### config.mk
export PLATFORM = sky130hd
export DESIGN_NAME = disp_scheduler
export DESIGN_NICKNAME = d
export VERILOG_FILES = /design/src/rtl/disp_sched_pkg.sv /design/src/rtl/disp_tick_gen.sv /design/src/rtl/disp_scheduler.sv
export SDC_FILE = /design/constraint.sdc
export NUM_CORES = 1
export LEC_CHECK = 0
export ABC_AREA = 1
export ABC_CLOCK_PERIOD_IN_PS = 2800
export CORE_MARGIN = 8
export CORE_UTILIZATION = 35
export CTS_CLUSTER_DIAMETER = 30
export DETAILED_ROUTE_END_ITERATION = 10
export PLACE_DENSITY = 0.76
export SLEW_MARGIN = 25
export SYNTH_ARGS = -nofsm -noshare
export SYNTH_HDL_FRONTEND = slang
export SYNTH_HIERARCHICAL = 1
export SYNTH_SLANG_ARGS = --single-unit
### constraint.sdc
create_clock -name CLK -period 2.8 [get_ports CLK]
set_input_delay 0.42 -clock CLK [delete_from_list [all_inputs] [get_ports CLK]]
set_output_delay 0.42 -clock CLK [all_outputs]
set_load 0.005 [all_outputs]
### src/rtl/disp_sched_pkg.sv
// Shared types and constants for the display scheduler slice.
package disp_sched_pkg;

  // Owner of the display content
  typedef enum logic [1:0] {
    IDLE = 2'd0,
    OWN0 = 2'd1,
    OWN1 = 2'd2
  } state_t;

  localparam int         DISP_DIGITS = 8;
  localparam logic [7:0] OFF_ALL     = 8'hFF;
  localparam logic [1:0] GNT_NONE    = 2'b00;

  // One-hot grant seen by the requesters for a given owner state
  function automatic logic [1:0] gnt_of(input state_t s);
    logic [1:0] g;
    g = GNT_NONE;
    case (s)
      OWN0:    g = 2'b01;
      OWN1:    g = 2'b10;
      default: g = GNT_NONE;
    endcase
    return g;
  endfunction

endpackage

### src/rtl/disp_tick_gen.sv
// Digit-scan prescaler and frame counter. Produces the registered
// one-cycle DISP_CE pulse and the FRAME_END pulse on the 8th digit.
module disp_tick_gen
  import disp_sched_pkg::*;
#(
  parameter int CE_DIV = 100000
) (
  input  logic CLK,
  input  logic RST_N,
  output logic DISP_CE,
  output logic FRAME_END
);

  localparam int CW = (CE_DIV > 1) ? $clog2(CE_DIV) : 1;

  logic [CW-1:0] r_ce_cnt;
  logic [2:0]    r_frm_cnt;
  logic          r_disp_ce;
  logic          r_frame_end;
  logic          w_ce_last;
  logic          w_ce_pre;

  // The pulses are registered, so they are decoded one count early to
  // land in the cycle where the prescaler sits at its terminal value.
  assign w_ce_last = (r_ce_cnt == CW'(CE_DIV - 1));
  assign w_ce_pre  = (r_ce_cnt == CW'(CE_DIV - 2));

  // Prescaler wraps every CE_DIV cycles; frame counter advances per digit pulse
  always_ff @(posedge CLK) begin
    if (!RST_N) begin
      r_ce_cnt    <= '0;
      r_frm_cnt   <= '0;
      r_disp_ce   <= 1'b0;
      r_frame_end <= 1'b0;
    end else begin
      r_ce_cnt    <= w_ce_last ? '0 : r_ce_cnt + 1'b1;
      r_disp_ce   <= w_ce_pre;
      r_frame_end <= w_ce_pre && (r_frm_cnt == 3'(DISP_DIGITS - 1));
      if (r_disp_ce) begin
        r_frm_cnt <= r_frm_cnt + 3'd1;
      end
    end
  end

  assign DISP_CE   = r_disp_ce;
  assign FRAME_END = r_frame_end;

endmodule

### src/rtl/disp_scheduler.sv
// Display scheduler: arbitrates two content requesters at frame
// boundaries, applies a hold before high-priority preemption, and
// blinks selected digits. All outputs only change on FRAME_END.
module disp_scheduler
  import disp_sched_pkg::*;
#(
  parameter int CE_DIV       = 100000,
  parameter int BLINK_FRAMES = 64,
  parameter int HOLD_FRAMES  = 32
) (
  input  logic        CLK,
  input  logic        RST_N,
  input  logic [1:0]  REQ,
  input  logic [31:0] HEX0,
  input  logic [31:0] HEX1,
  input  logic [7:0]  DP0,
  input  logic [7:0]  DP1,
  input  logic [7:0]  OFF0,
  input  logic [7:0]  OFF1,
  input  logic [7:0]  BLINK0,
  input  logic [7:0]  BLINK1,
  output logic [1:0]  GNT,
  output logic        DISP_CE,
  output logic        FRAME_END,
  output logic [31:0] HEX_OUT,
  output logic [7:0]  DP_OUT,
  output logic [7:0]  OFF_OUT
);

  localparam int BW = (BLINK_FRAMES > 1) ? $clog2(BLINK_FRAMES) : 1;
  localparam int HW = $clog2(HOLD_FRAMES + 1);

  state_t        r_state;
  state_t        w_state_nxt;
  logic [1:0]    r_gnt;
  logic [BW-1:0] r_blk_cnt;
  logic          r_phase;
  logic [HW-1:0] r_hold_cnt;
  logic [31:0]   r_hex;
  logic [7:0]    r_dp;
  logic [7:0]    r_off;

  logic          w_frame_end;
  logic          w_blk_wrap;
  logic          w_phase_nxt;
  logic          w_hold_ok;
  logic          w_hold_sat;
  logic [31:0]   w_hex_nxt;
  logic [7:0]    w_dp_nxt;
  logic [7:0]    w_off_nxt;

  disp_tick_gen #(
    .CE_DIV(CE_DIV)
  ) u_tick (
    .CLK      (CLK),
    .RST_N    (RST_N),
    .DISP_CE  (DISP_CE),
    .FRAME_END(w_frame_end)
  );

  assign FRAME_END  = w_frame_end;
  assign w_blk_wrap = (r_blk_cnt == BW'(BLINK_FRAMES - 1));
  assign w_hold_ok  = (r_hold_cnt >= HW'(HOLD_FRAMES));
  assign w_hold_sat = (r_hold_cnt == HW'(HOLD_FRAMES));

  // The new phase must be visible to the same FRAME_END that loads the outputs
  assign w_phase_nxt = r_phase ^ (w_frame_end & w_blk_wrap);

  // Next owner, evaluated only at frame boundaries; REQ is ignored otherwise
  always_comb begin
    w_state_nxt = r_state;
    if (w_frame_end) begin
      case (r_state)
        IDLE: begin
          if (REQ[0])      w_state_nxt = OWN0;
          else if (REQ[1]) w_state_nxt = OWN1;
          else             w_state_nxt = IDLE;
        end
        OWN0: begin
          if (REQ[0])      w_state_nxt = OWN0;
          else if (REQ[1]) w_state_nxt = OWN1;
          else             w_state_nxt = IDLE;
        end
        OWN1: begin
          if (REQ[0] && w_hold_ok) w_state_nxt = OWN0;
          else if (REQ[1])         w_state_nxt = OWN1;
          else if (REQ[0])         w_state_nxt = OWN0;
          else                     w_state_nxt = IDLE;
        end
        default: w_state_nxt = IDLE;
      endcase
    end
  end

  // Content selected from the incoming owner, with blinking digits blanked in phase 1
  always_comb begin
    w_hex_nxt = '0;
    w_dp_nxt  = '0;
    w_off_nxt = OFF_ALL;
    case (w_state_nxt)
      OWN0: begin
        w_hex_nxt = HEX0;
        w_dp_nxt  = DP0;
        w_off_nxt = OFF0 | (BLINK0 & {8{w_phase_nxt}});
      end
      OWN1: begin
        w_hex_nxt = HEX1;
        w_dp_nxt  = DP1;
        w_off_nxt = OFF1 | (BLINK1 & {8{w_phase_nxt}});
      end
      default: begin
        w_hex_nxt = '0;
        w_dp_nxt  = '0;
        w_off_nxt = OFF_ALL;
      end
    endcase
  end

  // Owner state and its registered one-hot grant move together
  always_ff @(posedge CLK) begin
    if (!RST_N) begin
      r_state <= IDLE;
      r_gnt   <= GNT_NONE;
    end else begin
      r_state <= w_state_nxt;
      r_gnt   <= gnt_of(w_state_nxt);
    end
  end

  // Blink half-period counter; the phase flips each time it wraps
  always_ff @(posedge CLK) begin
    if (!RST_N) begin
      r_blk_cnt <= '0;
      r_phase   <= 1'b0;
    end else if (w_frame_end) begin
      r_blk_cnt <= w_blk_wrap ? '0 : r_blk_cnt + 1'b1;
      r_phase   <= w_phase_nxt;
    end
  end

  // Frames held by the current owner, restarting whenever ownership changes
  always_ff @(posedge CLK) begin
    if (!RST_N) begin
      r_hold_cnt <= '0;
    end else if (w_frame_end) begin
      if (w_state_nxt != r_state) begin
        r_hold_cnt <= '0;
      end else if (!w_hold_sat) begin
        r_hold_cnt <= r_hold_cnt + 1'b1;
      end
    end
  end

  // Driver-facing content registers, refreshed only between frames
  always_ff @(posedge CLK) begin
    if (!RST_N) begin
      r_hex <= '0;
      r_dp  <= '0;
      r_off <= OFF_ALL;
    end else if (w_frame_end) begin
      r_hex <= w_hex_nxt;
      r_dp  <= w_dp_nxt;
      r_off <= w_off_nxt;
    end
  end

  assign GNT     = r_gnt;
  assign HEX_OUT = r_hex;
  assign DP_OUT  = r_dp;
  assign OFF_OUT = r_off;

endmodule

Word level (Yosys, flattened, before mapping)
Cells that the tools add are included. W data, S select, Z words.

Logic and storage cells: 55. Flip-flop bits (word level): 87. Input port bits: 116.

Reduce and logical (&&, ||, !) cells: 6. Bitwise gates (word level): 7. $lt $le $gt $ge: 1. Mux-type cells: 14. Add/sub/neg operators: 4. Eq/ne operators: 11.

Operators by type and width (count): $pmux W32 S2 (1); $eq A17 B17 Y1 const B (2); $pmux W8 S2 (2); $mux W6 (3); $add A17 B1 Y17 const B (1); $and A8 B8 Y8 (2); $or A8 B8 Y8 (2); $add A6 B1 Y6 const B (2); $eq A6 B6 Y1 const B (2); $mux W2 (5); $pmux W2 S2 (2); $ge A6 B6 Y1 const B (1); $eq A2 B1 Y1 const B (2); $eq A2 B2 Y1 const B (2); $reduce_or A2 Y1 (2); $add A3 B1 Y3 const B (1); $eq A3 B3 Y1 const B (1); $logic_and A1 B1 Y1 (2); $logic_not A2 Y1 (1); $ne A2 B1 Y1 const B (1); $ne A2 B2 Y1 (1); $reduce_and A2 Y1 (1); $and A1 B1 Y1 (1); $mux W1 (1); other kinds (2) (2).

Logic depth before layout (Yosys ltp)
Gate-level depths: netlist (run 1).

Word-level depth: 8. Gate-level depth with buffers: 13. Gate-level depth less buffers: 11.

Hierarchy
The synthesis (run 1) kept the hierarchy.

Modules (own cells, without submodules): disp_scheduler (instances 1, cells an instance 464, area an instance 3357.0 µm²); disp_tick_gen (instances 1, cells an instance 146, area an instance 1104.8 µm²).

Worst setup path after synthesis (run 1)
OpenSTA, ideal clock, no wires.

Path kind: register -> register. From: register u_tick.r_frame_end, in the netlist u_tick/FRAME_END. To: register r_hex[19], in the netlist HEX_OUT[19]. Required time: 2.668 ns. Buffers on the path: 3. Period minus slack after synthesis: 1.954 ns. Arrival time: 1.822 ns. Path slack: 0.846 ns. Cell stages (with the launch flop): 13. Cell sequence: dfxtp_1 -> buf_6 -> inv_4 -> a21oi_4 -> nand2_1 -> o21ai_0 -> inv_1 -> ha_1 -> buf_2 -> buf_1 -> a22o_1 -> nand2_1 -> a21oi_1.

Word-level cells in the longest chain between the ends: 3. Elaborated cells between the ends (all ways): 4.

Ends and longest elaborated chain: from (decl) (RTL line disp_tick_gen.sv:19) `logic r_frame_end;`; from (signal assigned) (RTL line disp_tick_gen.sv:38) `r_frame_end <= w_ce_pre && (r_frm_cnt == 3'(DISP_DIGITS - 1));`; $mux W2 (*) (RTL line disp_scheduler.sv:72) `if (w_frame_end) begin`; via w_state_nxt[1] (RTL line disp_scheduler.sv:34) `state_t w_state_nxt;`; $eq A2 B2 Y1 / $eq A2 B1 Y1 (equally long branches) (RTL line disp_scheduler.sv:100) `case (w_state_nxt)`; $pmux W32 S2 (*) (RTL line disp_scheduler.sv:100); to (signal assigned) (RTL line disp_scheduler.sv:161) `r_hex <= w_hex_nxt;`; to (decl) (RTL line disp_scheduler.sv:39) `logic [31:0] r_hex;`.

Mark *: on every way through the listed nets, which the timed path passes. The rest lies on a longest branch. A chain may end at the register's enable or synchronous reset.

Final worst setup path (run 1)
From: input port REQ[0]. To: register r_hex[16], in the netlist HEX_OUT[16].

Elaborated cells between the ends (all ways): 10.

RTL lines: from (decl) (RTL line disp_scheduler.sv:13) `input logic [1:0] REQ,`; $logic_and A1 B1 Y1 (RTL line disp_scheduler.sv:85) `if (REQ[0] && w_hold_ok) w_state_nxt = OWN0;`; $mux W2 (RTL line disp_scheduler.sv:85); $pmux W2 S2 (*) (RTL line disp_scheduler.sv:73) `case (r_state)`; $mux W2 (*) (RTL line disp_scheduler.sv:72); via w_state_nxt[1] (RTL line disp_scheduler.sv:34); $eq A2 B2 Y1 / $eq A2 B1 Y1 (equally long branches) (RTL line disp_scheduler.sv:100); $pmux W32 S2 (*) (RTL line disp_scheduler.sv:100).

Marked as above.

==> results of run 1 <==
[layout by cell type, fill, tap and decap left out, drive strengths merged, types with 3 or more instances in the layout]
cell	instances
nand4	16
bufinv	3
nand3	38
a21oi	66
clkdlybuf4s50	167
inv	48
nor2	50
ha	11
dfxtp	87
xor2	8
a22o	40
o21ai	7
xnor2	4
clkbuf	11
buf	9
nand2	192
nor3	4
[state kept, by name, indices dropped and copies added (netlist names)]
signal,cells
u_tick/r_ce_cnt,17
r_hold_cnt,6
DP_OUT,8
u_tick/r_frm_cnt,3
OFF_OUT,8
HEX_OUT,32
GNT,2
r_phase,1
r_state,2
u_tick/DISP_CE,1
r_blk_cnt,6
u_tick/FRAME_END,1
[worst paths after layout]
path / from / end / slack [ns] / cells after the start
worst max-delay path: REQ[0] / HEX_OUT[16]$_SDFFE_PN0P_ / 0.48 / 12
worst max register to register: u_tick/FRAME_END$_SDFF_PN0_ / HEX_OUT[16]$_SDFFE_PN0P_ / 0.67 / 10
worst min register to register: HEX_OUT[2]$_SDFFE_PN0P_ / HEX_OUT[2]$_SDFFE_PN0P_ / 0.46 / 2
worst min-delay path: HEX_OUT[2]$_SDFFE_PN0P_ / HEX_OUT[2]$_SDFFE_PN0P_ / 0.46 / 2
[logic make-up (layout without fill, tap and decap cells)]
| logic type | count (synthesis) | in the layout | synth area share |
|---|---|---|---|
| xor gates and xnor gates | 12 | 12 | 0.0236 |
| adders and majority gates | 11 | 11 | 0.0308 |
| buffers and inverters | 80 | 239 | 0.0796 |
| DFF | 87 | 87 | 0.390 |
| and+or+nand+nor | 305 | 305 | 0.308 |
| AOI/OAI and AO/OA | 115 | 115 | 0.168 |
[routing by layer]
metal,GRT usage,up-vias,routed length [µm]
li1,-,2315,-
met5,0,-,0
met4,0.0532,0,172
met2,0.268,124,6430
met3,0.0422,13,834
met1,0.186,2000,5800
[power by group through the flow]
stage	registers (W)	clock network, W	logic (W)
2_1_floorplan	0.00127	0	0.0000394
3_3_place_gp	0.00127	0	0.000214
3_5_place_dp	0.00127	0	0.000215
4_1_cts	0.00125	0.00138	0.000216
5_1_grt	0.00124	0.00143	0.000232
6_report	0.00125	0.00135	0.000214
[stage by stage]
| step | util | hold slack (ns) | power [W] | instances |
|---|---|---|---|---|
| 6_report | 0.529 | 0.461 | 0.00281 | 941 |
| 3_3_place_gp | 0.503 | 0.451 | 0.00149 | 926 |
| 4_1_cts | 0.529 | 0.464 | 0.00284 | 941 |
| 3_5_place_dp | 0.503 | 0.454 | 0.00149 | 926 |
| 2_1_floorplan | - | 0.439 | 0.00131 | 610 |
| 5_1_grt | 0.529 | 0.485 | 0.00291 | 941 |
[final cells by class]
class	instances	area, µm²	area share
Multi-Input combinational cell	443	2380	0.359
Timing Repair Buffer	176	1780	0.268
Sequential cell	87	1740	0.263
Clock buffer	11	233	0.0351
Tap cell	172	215	0.0325
Inverter	48	183	0.0276
Clock inverter	4	95.1	0.0144
[synthesized netlist by cell type (all sizes together)]
cell type	n	area share
ha	11	0.031
a21oi	66	0.078
nor3b	2	0.0034
clkbuf	15	0.013
nor3	4	0.0045
xnor2	4	0.0079
buf	17	0.026
o21ai	7	0.0079
inv	47	0.040
o21a	1	0.0017
nand3b	1	0.0017
clkinv	1	0.00084
a31oi	1	0.0014
dfxtp	87	0.39
nand2	192	0.17
or2	2	0.0028
a22o	40	0.079
nor2	50	0.053
xor2	8	0.016
nand4	16	0.026
nand3	38	0.047
[worst max-delay path, stage by stage]
cell	delay (ns)
clkdlybuf4s50_1	0.51
nand2_1	0.14
nand2_1	0.05
nor2_1	0.12
nand2_1	0.06
o21ai_0	0.16
inv_1	0.14
ha_2	0.31
nor2_4	0.11
buf_4	0.31
nand2_1	0.09
a21oi_1	0.15
==> run_results.csv, run 1 <==
group,metric,value,unit
drt,drt_pass1_iterations,4,
power_and_ir_drop,switching_share,0.194,
drt,vias_per_cell,4.73,
power_and_ir_drop,internal_power,0.00226,W
drt,ant_nets,0,
placement,dpl_worst_slack,0.140,ns
drt,dr.first_iter.drc_count,263,
sta,setup_viol,0,
sta,relSlewSlack,0.593,
cts,clockBufferDepth,2,
die,die-area,0.0166,mm²
die,fp.coreArea,0.0125,mm²
cells_and_area,layout-drive-gt1-share,0.0754,
global_route,track_usage,0.157,
power_and_ir_drop,p_leak,2.40,nW
synthesis,yosysUniqueCellTypes,34,
power_and_ir_drop,power_density,424,mW/mm²
power_and_ir_drop,vdd_drop_max,0.278,mV
cts,ctsResizeCount,0,
die,rows,41,
cts,worstSkewPairLatency,0.34,ns
global_route,grt_remaining_overflow,0,
die,io_pins,168,
critical_path,crit_fanout,26,
global_route,grt_pass1_vias,4311,
global_route,antenna_found_initial,0,
cells_and_area,area_delta_synth_final,48.4,%
cts,cts_root_buf,"clkbuf_16",
synthesis,seq_area_frac_synth,0.390,
sta,max_freq,431,MHz
power_and_ir_drop,p_clk_frac,0.480,
placement,numPortBuffers,167,
die,die_width,129,µm
global_route,grt_max_degree,43,
cts,cts_tree,"yes",
drt,wl,13.2,mm
synthesis,syn-cell-area,0.00446,mm²
cts,cts_hold_buf,0,
sta,tns,0,ns
synthesis,syn_nets,737,
sta,final_max_slew_viol_count,0,
cts,cts-htree-levels,3,
critical_path,end_kind,"flop",
synthesis,yosys_warnings,6,
sta,fin_crit_sh,0.828,
critical_path,path_class,"input port to flop",
cts,cts_buffers,9,
critical_path,required,3.06,ns
die,die_y,129,µm
sta,worst_pin_slew,0.609,ns
global_route,grt_first_pass_wirelength,21.1,mm
cells_and_area,finalNetCount,892,
critical_path,cp-start-kind,"input port",
sta,finalWorstSetupSlack,0.481,ns
placement,gp_congestion,0.845,
flow_run,drv_cap,0,
cts,cts_sinks,87,
cells_and_area,postLayoutCellArea,0.00662,mm²
drt,wl_per_cell,14.1,µm
cts,path_clk_slew,0.06,ns
synthesis,ys_ff_latch,87,
hold_path,hp-class,"flop to flop",
status,outcome,"complete, no violations",
sta,finalHoldViolCount,0,
cells_and_area,antenna_cells,0,
synthesis,syn_inst,610,
power_and_ir_drop,p_switching,0.000544,W
power_and_ir_drop,p_seq_frac,0.444,
critical_path,crit_arrival,2.58,ns
sta,rsz0062_at_grt,"false",
power_and_ir_drop,combPwrFrac,0.076,
cells_and_area,fillers,1194,
cts,cts_setup_buffers,0,
drt,vias,4452,
die,start_util,0.356,
drt,drc_errors,0,
placement,placed_cell_area,0.00629,mm²
sta,finClkSkew,0.00774,ns
placement,hpwl,9.53,mm
synthesis,syn_avg_cell_area,7.31,µm²
sta,post-route-min-period,2.32,ns
Note: power is estimated with default switching activity, not from simulation.
==> run 2, diff against run 1 <==
Settings changed: ABC_CLOCK_PERIOD_IN_PS 2800 to 1950, PLACE_DENSITY 0.76 to 0.78.
Clock period 2.8 ns to 1.95 ns, I/O delays scaled along.
==> run_results.csv, run 2 (synthesis results as in run 1) <==
group,metric,value,unit
global_route,antenna_found_initial,0,
power_and_ir_drop,p_switching,0.000819,W
critical_path,crit_fanout,16,
placement,gp_congestion,0.847,
critical_path,crit_arrival,1.54,ns
critical_path,cp-start-kind,"flop",
cells_and_area,final_cell_mix,"nand2_1, clkdlybuf4s50_1, dfxtp_1",
cells_and_area,layout-drive-gt1-share,0.109,
cts,cts_root_buf,"clkbuf_16",
sta,final_max_slew_viol_count,0,
cts,cts_tree,"yes",
critical_path,slowest_delay,0.55,ns
cells_and_area,largest_reg_flops,32,
cts,path_clk_slew,0.07,ns
power_and_ir_drop,internal_power,0.00304,W
drt,ant_nets,0,
placement,place_inst,941,
sta,post-route-min-period,1.84,ns
power_and_ir_drop,vdd_drop_max,0.380,mV
critical_path,end_kind,"output pin",
cts,cts-htree-levels,3,
cells_and_area,layout_commonest_cell,"nand2_1",
cts,worstSkewPairLatency,0.34,ns
sta,relSlewSlack,0.639,
cells_and_area,final_cells,961,
hold_path,hp-class,"flop to flop",
global_route,grt_remaining_overflow,0,
power_and_ir_drop,p_leak,2.51,nW
critical_path,critPathSlowestCell,"clkdlybuf4s50_1",
sta,setup_viol,0,
cts,clockBufferDepth,2,
global_route,use_met2,0.260,
global_route,globalRoute.busiestLayer,"met2",
global_route,grtUsageMet1,0.187,
sta,hold_ws,0.461,ns
drt,vias,4594,
drt,wl_per_cell,14.0,µm
critical_path,path_class,"flop to output pin",
critical_path,path_buf_inv,2,
sta,tns,0,ns
cts,cts_buffers,9,
status,outcome,"complete, no violations",
cells_and_area,antenna_cells,0,
die,die-area,0.0166,mm²
critical_path,required,1.66,ns
sta,finalHoldViolCount,0,
cells_and_area,utilization,0.545,
power_and_ir_drop,p_seq_frac,0.464,
drt,drt_pass1_iterations,4,
power_and_ir_drop,switching_share,0.213,
power_and_ir_drop,power_density,565,mW/mm²
drt,wl,13.5,mm
die,rows,41,
drt,dr.first_iter.drc_count,304,
power_and_ir_drop,combPwrFrac,0.080,
cells_and_area,finalNetCount,911,
placement,numPortBuffers,167,
placement,hpwl,9.91,mm
flow_run,drv_cap,0,
cts,cts_hold_buf,0,
drt,vias_per_cell,4.78,
die,die_width,129,µm
global_route,grt_pass1_vias,4308,
die,fp.coreArea,0.0125,mm²
global_route,grt_first_pass_wirelength,20.7,mm
global_route,grtUsageMet3,0.0426,
cells_and_area,area_delta_synth_final,53.0,%
sta,fin_crit_sh,0.942,
die,io_pins,168,
global_route,grt_max_degree,46,
power_and_ir_drop,p_clk_frac,0.457,
critical_path,crit_family,"buffers and inverters",
die,start_util,0.356,
sta,finClkSkew,0.00406,ns
cts,cts_sinks,87,
sta,worst_pin_slew,0.541,ns
die,die_y,129,µm
sta,max_freq,544,MHz
drt,drc_errors,0,
global_route,track_usage,0.154,
critical_path,cp_cell_sequence,"buf_4, clkdlybuf4s50_1",
## run 2: cell count changes in the layout (fill, tap and decap cells not counted), sizes merged
| cell | previous run | this run |
|---|---|---|
| buf | 9 | 27 |
| bufinv | 3 | 1 |
| clkinvlp | 0 | 4 |
| dlymetal6s2s | 0 | 2 |
| clkdlybuf4s50 | 167 | 165 |
| clkinv | 1 | 0 |
| inv | 48 | 49 |
## run 2: area by class of cell
type	instances	area (µm²)
Multi-Input combinational cell	443	2390
Sequential cell	87	1740
Inverter	48	183
Clock buffer	10	239
Clock inverter	6	68.8
Fill cell	1244	5690
Timing Repair Buffer	195	1990
Tap cell	172	215
## run 2: layer usage
layer,routed length (µm),vias to the layer above
met5,0,-
met4,119,0
met3,939,11
met2,6400,128
met1,6030,2096
li1,-,2359
## run 2: what timing repair did
action | in CTS | in global routing
buffers inserted | 0 | 2
resized for setup | 0 | 12
setup endpoints to repair | 0 | 48
## run 2: path summary, 6_finish.rpt
check / end / depth (start not counted) / slack [ns] / start
setup / recovery: FRAME_END / 2 / 0.11 / u_tick/FRAME_END$_SDFF_PN0_
setup reg to reg: HEX_OUT[31]$_SDFFE_PN0P_ / 12 / 0.15 / r_hold_cnt[5]$_SDFFE_PN0P_
hold / removal: HEX_OUT[5]$_SDFFE_PN0P_ / 2 / 0.46 / HEX_OUT[5]$_SDFFE_PN0P_
hold reg to reg: HEX_OUT[5]$_SDFFE_PN0P_ / 2 / 0.46 / HEX_OUT[5]$_SDFFE_PN0P_
## run 2: worst min-delay path: cells and delay by family (launching register included)
family / cells / cell delay (ns)
AO/OA/AOI/OAI: 1 / 0.05
flip-flops: 1 / 0.31
AND/OR/NAND/NOR: 1 / 0.06
## run 2: stage by stage
stage	area, µm²	setup slack, ns	power, W
after floorplan	4460	0.0368	0.00188
after global routing	6830	-0.0157	0.00401
final	6830	0.113	0.00385
after CTS	6740	0.0291	0.00390
after global placement	6430	-0.268	0.00213
after detailed placement	6430	-0.311	0.00214
## run 2: power by group through the flow
stage	clock (W)	combinational [W]	sequential (W)
after detailed placement	0	0.000307	0.00183
after CTS	0.00181	0.000308	0.00179
after floorplan	0	0.0000565	0.00183
final	0.00176	0.000307	0.00179
after global routing	0.00189	0.000330	0.00179
after global placement	0	0.000304	0.00183
==> run 3, diff against run 2 <==
Settings changed: ABC_CLOCK_PERIOD_IN_PS 1950 to 1600, CELL_PAD_IN_SITES_DETAIL_PLACEMENT from default to 1, CELL_PAD_IN_SITES_GLOBAL_PLACEMENT from default to 2, CORE_UTILIZATION 35 to 21, PLACE_DENSITY 0.78 to 0.85.
Clock period 1.95 ns to 1.6 ns, I/O delays scaled along.
==> run_results.csv, run 3 (synthesis results as in run 1) <==
group,metric,value,unit
power_and_ir_drop,p_leak,2.82,nW
die,io_pins,168,
cells_and_area,area_delta_synth_final,69.8,%
drt,wl,17.8,mm
cts,cts_tree,"yes",
placement,dpl_worst_slack,-0.578,ns
critical_path,critPathSlowestCell,"dfxtp_2",
critical_path,crit_fanout,19,
cells_and_area,utilization,0.362,
cells_and_area,final_cell_mix,"nand2_1, clkdlybuf4s50_1, dfxtp_1",
critical_path,cp-start-kind,"flop",
placement,hpwl,12.4,mm
flow_run,drv_cap,0,
sta,relSlewSlack,0.792,
drt,vias,4862,
sta,finalWorstSetupSlack,-0.222,ns
power_and_ir_drop,vdd_drop_max,0.497,mV
global_route,grt_pass1_vias,5193,
critical_path,required,1.82,ns
sta,finalHoldViolCount,0,
cts,path_clk_slew,0.06,ns
cts,cts-htree-levels,3,
critical_path,end_kind,"flop",
sta,fin_crit_sh,1.14,
drt,drt_pass1_iterations,4,
cts,cts_buffers,9,
status,violations,"setup timing",
die,start_util,0.213,
critical_path,slowest_delay,0.37,ns
global_route,antenna_found_initial,0,
cts,cts_sinks,87,
global_route,grt_remaining_overflow,0,
sta,worst_pin_slew,0.311,ns
sta,final_max_slew_viol_count,0,
drt,wl_per_cell,16.2,µm
sta,rsz0062_at_grt,"true",
placement,gp_congestion,0.734,
status,outcome,"finished with violations",
sta,max_freq,549,MHz
die,die-area,0.0262,mm²
power_and_ir_drop,power_density,595,mW/mm²
global_route,use_met2,0.222,
critical_path,path_class,"flop to flop",
hold_path,hp-class,"flop to flop",
cells_and_area,largest_reg_flops,32,
critical_path,crit_arrival,2.04,ns
sta,post-route-min-period,1.82,ns
global_route,globalRoute.busiestLayer,"met2",
global_route,grtUsageMet3,0.0324,
critical_path,crit_top_cell,"nand2_1",
global_route,grt_first_pass_wirelength,27.6,mm
global_route,grtUsageMet1,0.160,
sta,setup_viol,48,
drt,ant_nets,0,
cells_and_area,layout-drive-gt1-share,0.213,
drt,dr.first_iter.drc_count,212,
cts,cts_root_buf,"clkbuf_16",
die,die_width,162,µm
cells_and_area,antenna_cells,0,
critical_path,cp_cell_sequence,"inv_1, nand2_1, nand3_2, nand2_2, nand2_4, buf_4, ha_4, buf_12, a22o_1, nand2_1, a21oi_2",
placement,numPortBuffers,167,
die,fp.coreArea,0.0210,mm²
global_route,grt_max_degree,29,
drt,drc_errors,0,
sta,finClkSkew,0.00455,ns
cts,worstSkewPairLatency,0.34,ns
drt,vias_per_cell,4.42,
die,die_y,162,µm
global_route,track_usage,0.131,
die,rows,53,
cells_and_area,fillers,2519,
cells_and_area,finalNetCount,951,
cts,clockBufferDepth,2,
[run 3: repair_timing]
action	CTS	global route
pin swaps	22	15
endpoints found under the setup margin	50	55
gates resized for setup	43	44
gates cloned	5	3
hold buffers	0	0
setup buffers	18	6
[run 3: critical path, delay by kind of cell (launching register included)]
family          cells  cell delay (ns)
simple gates        5             0.45
buf+inv             3             0.39
flops               1             0.37
compound gates      2             0.27
fa+ha+maj           1             0.20
[run 3: per-layer routing]
layer  vias to the layer above  part of all wire  routed length, µm
met4                         0             0.015                259
li1                       2445                 -                  -
met2                       119              0.47               8460
met3                        12             0.052                931
met1                      2286              0.46               8180
met5                         -                 0                  0
[run 3: cell type report]
cell class | instances | area (µm²) | area share
flip-flops and latches | 87 | 1750 | 0.231
inverters | 48 | 198 | 0.0261
repair inverters | 1 | 6.26 | 0.000826
multi-input cells | 444 | 2630 | 0.346
clock buffers | 11 | 243 | 0.0320
clock inverters | 2 | 10.0 | 0.00132
repair buffers | 233 | 2400 | 0.317
well taps | 275 | 344 | 0.0454
[run 3: report_power, final]
part	total [W]	internal (W)	switching [W]
Combinational	0.000404	0.000278	0.000125
Sequential	0.00218	0.00217	0.00000758
Clock	0.00193	0.00107	0.000866
Total	0.00451	0.00351	0.000998
[run 3: path summary, 6_finish.rpt]
kind | from | to | slack [ns] | cells past startpoint
min reg2reg | HEX_OUT[7]$_SDFFE_PN0P_ | HEX_OUT[7]$_SDFFE_PN0P_ | 0.46 | 2
max reg2reg | r_hold_cnt[5]$_SDFFE_PN0P_ | DP_OUT[5]$_SDFFE_PN0P_ | -0.22 | 11
max | r_hold_cnt[5]$_SDFFE_PN0P_ | DP_OUT[5]$_SDFFE_PN0P_ | -0.22 | 11
min | HEX_OUT[7]$_SDFFE_PN0P_ | HEX_OUT[7]$_SDFFE_PN0P_ | 0.46 | 2
[run 3: through the flow]
step | TNS, ns | hold WS (ns) | total power (W) | area [µm²] | std cells
6_report | -6.97 | 0.464 | 0.00451 | 7580 | 1101
5_1_grt | -11.12 | 0.487 | 0.00469 | 7580 | 1101
4_1_cts | -5.57 | 0.465 | 0.00457 | 7360 | 1095
3_5_place_dp | -27.11 | 0.456 | 0.00262 | 6730 | 1061
3_3_place_gp | -25.11 | 0.451 | 0.00262 | 6730 | 1061
2_1_floorplan | -3.41 | 0.333 | 0.00230 | 4520 | 610
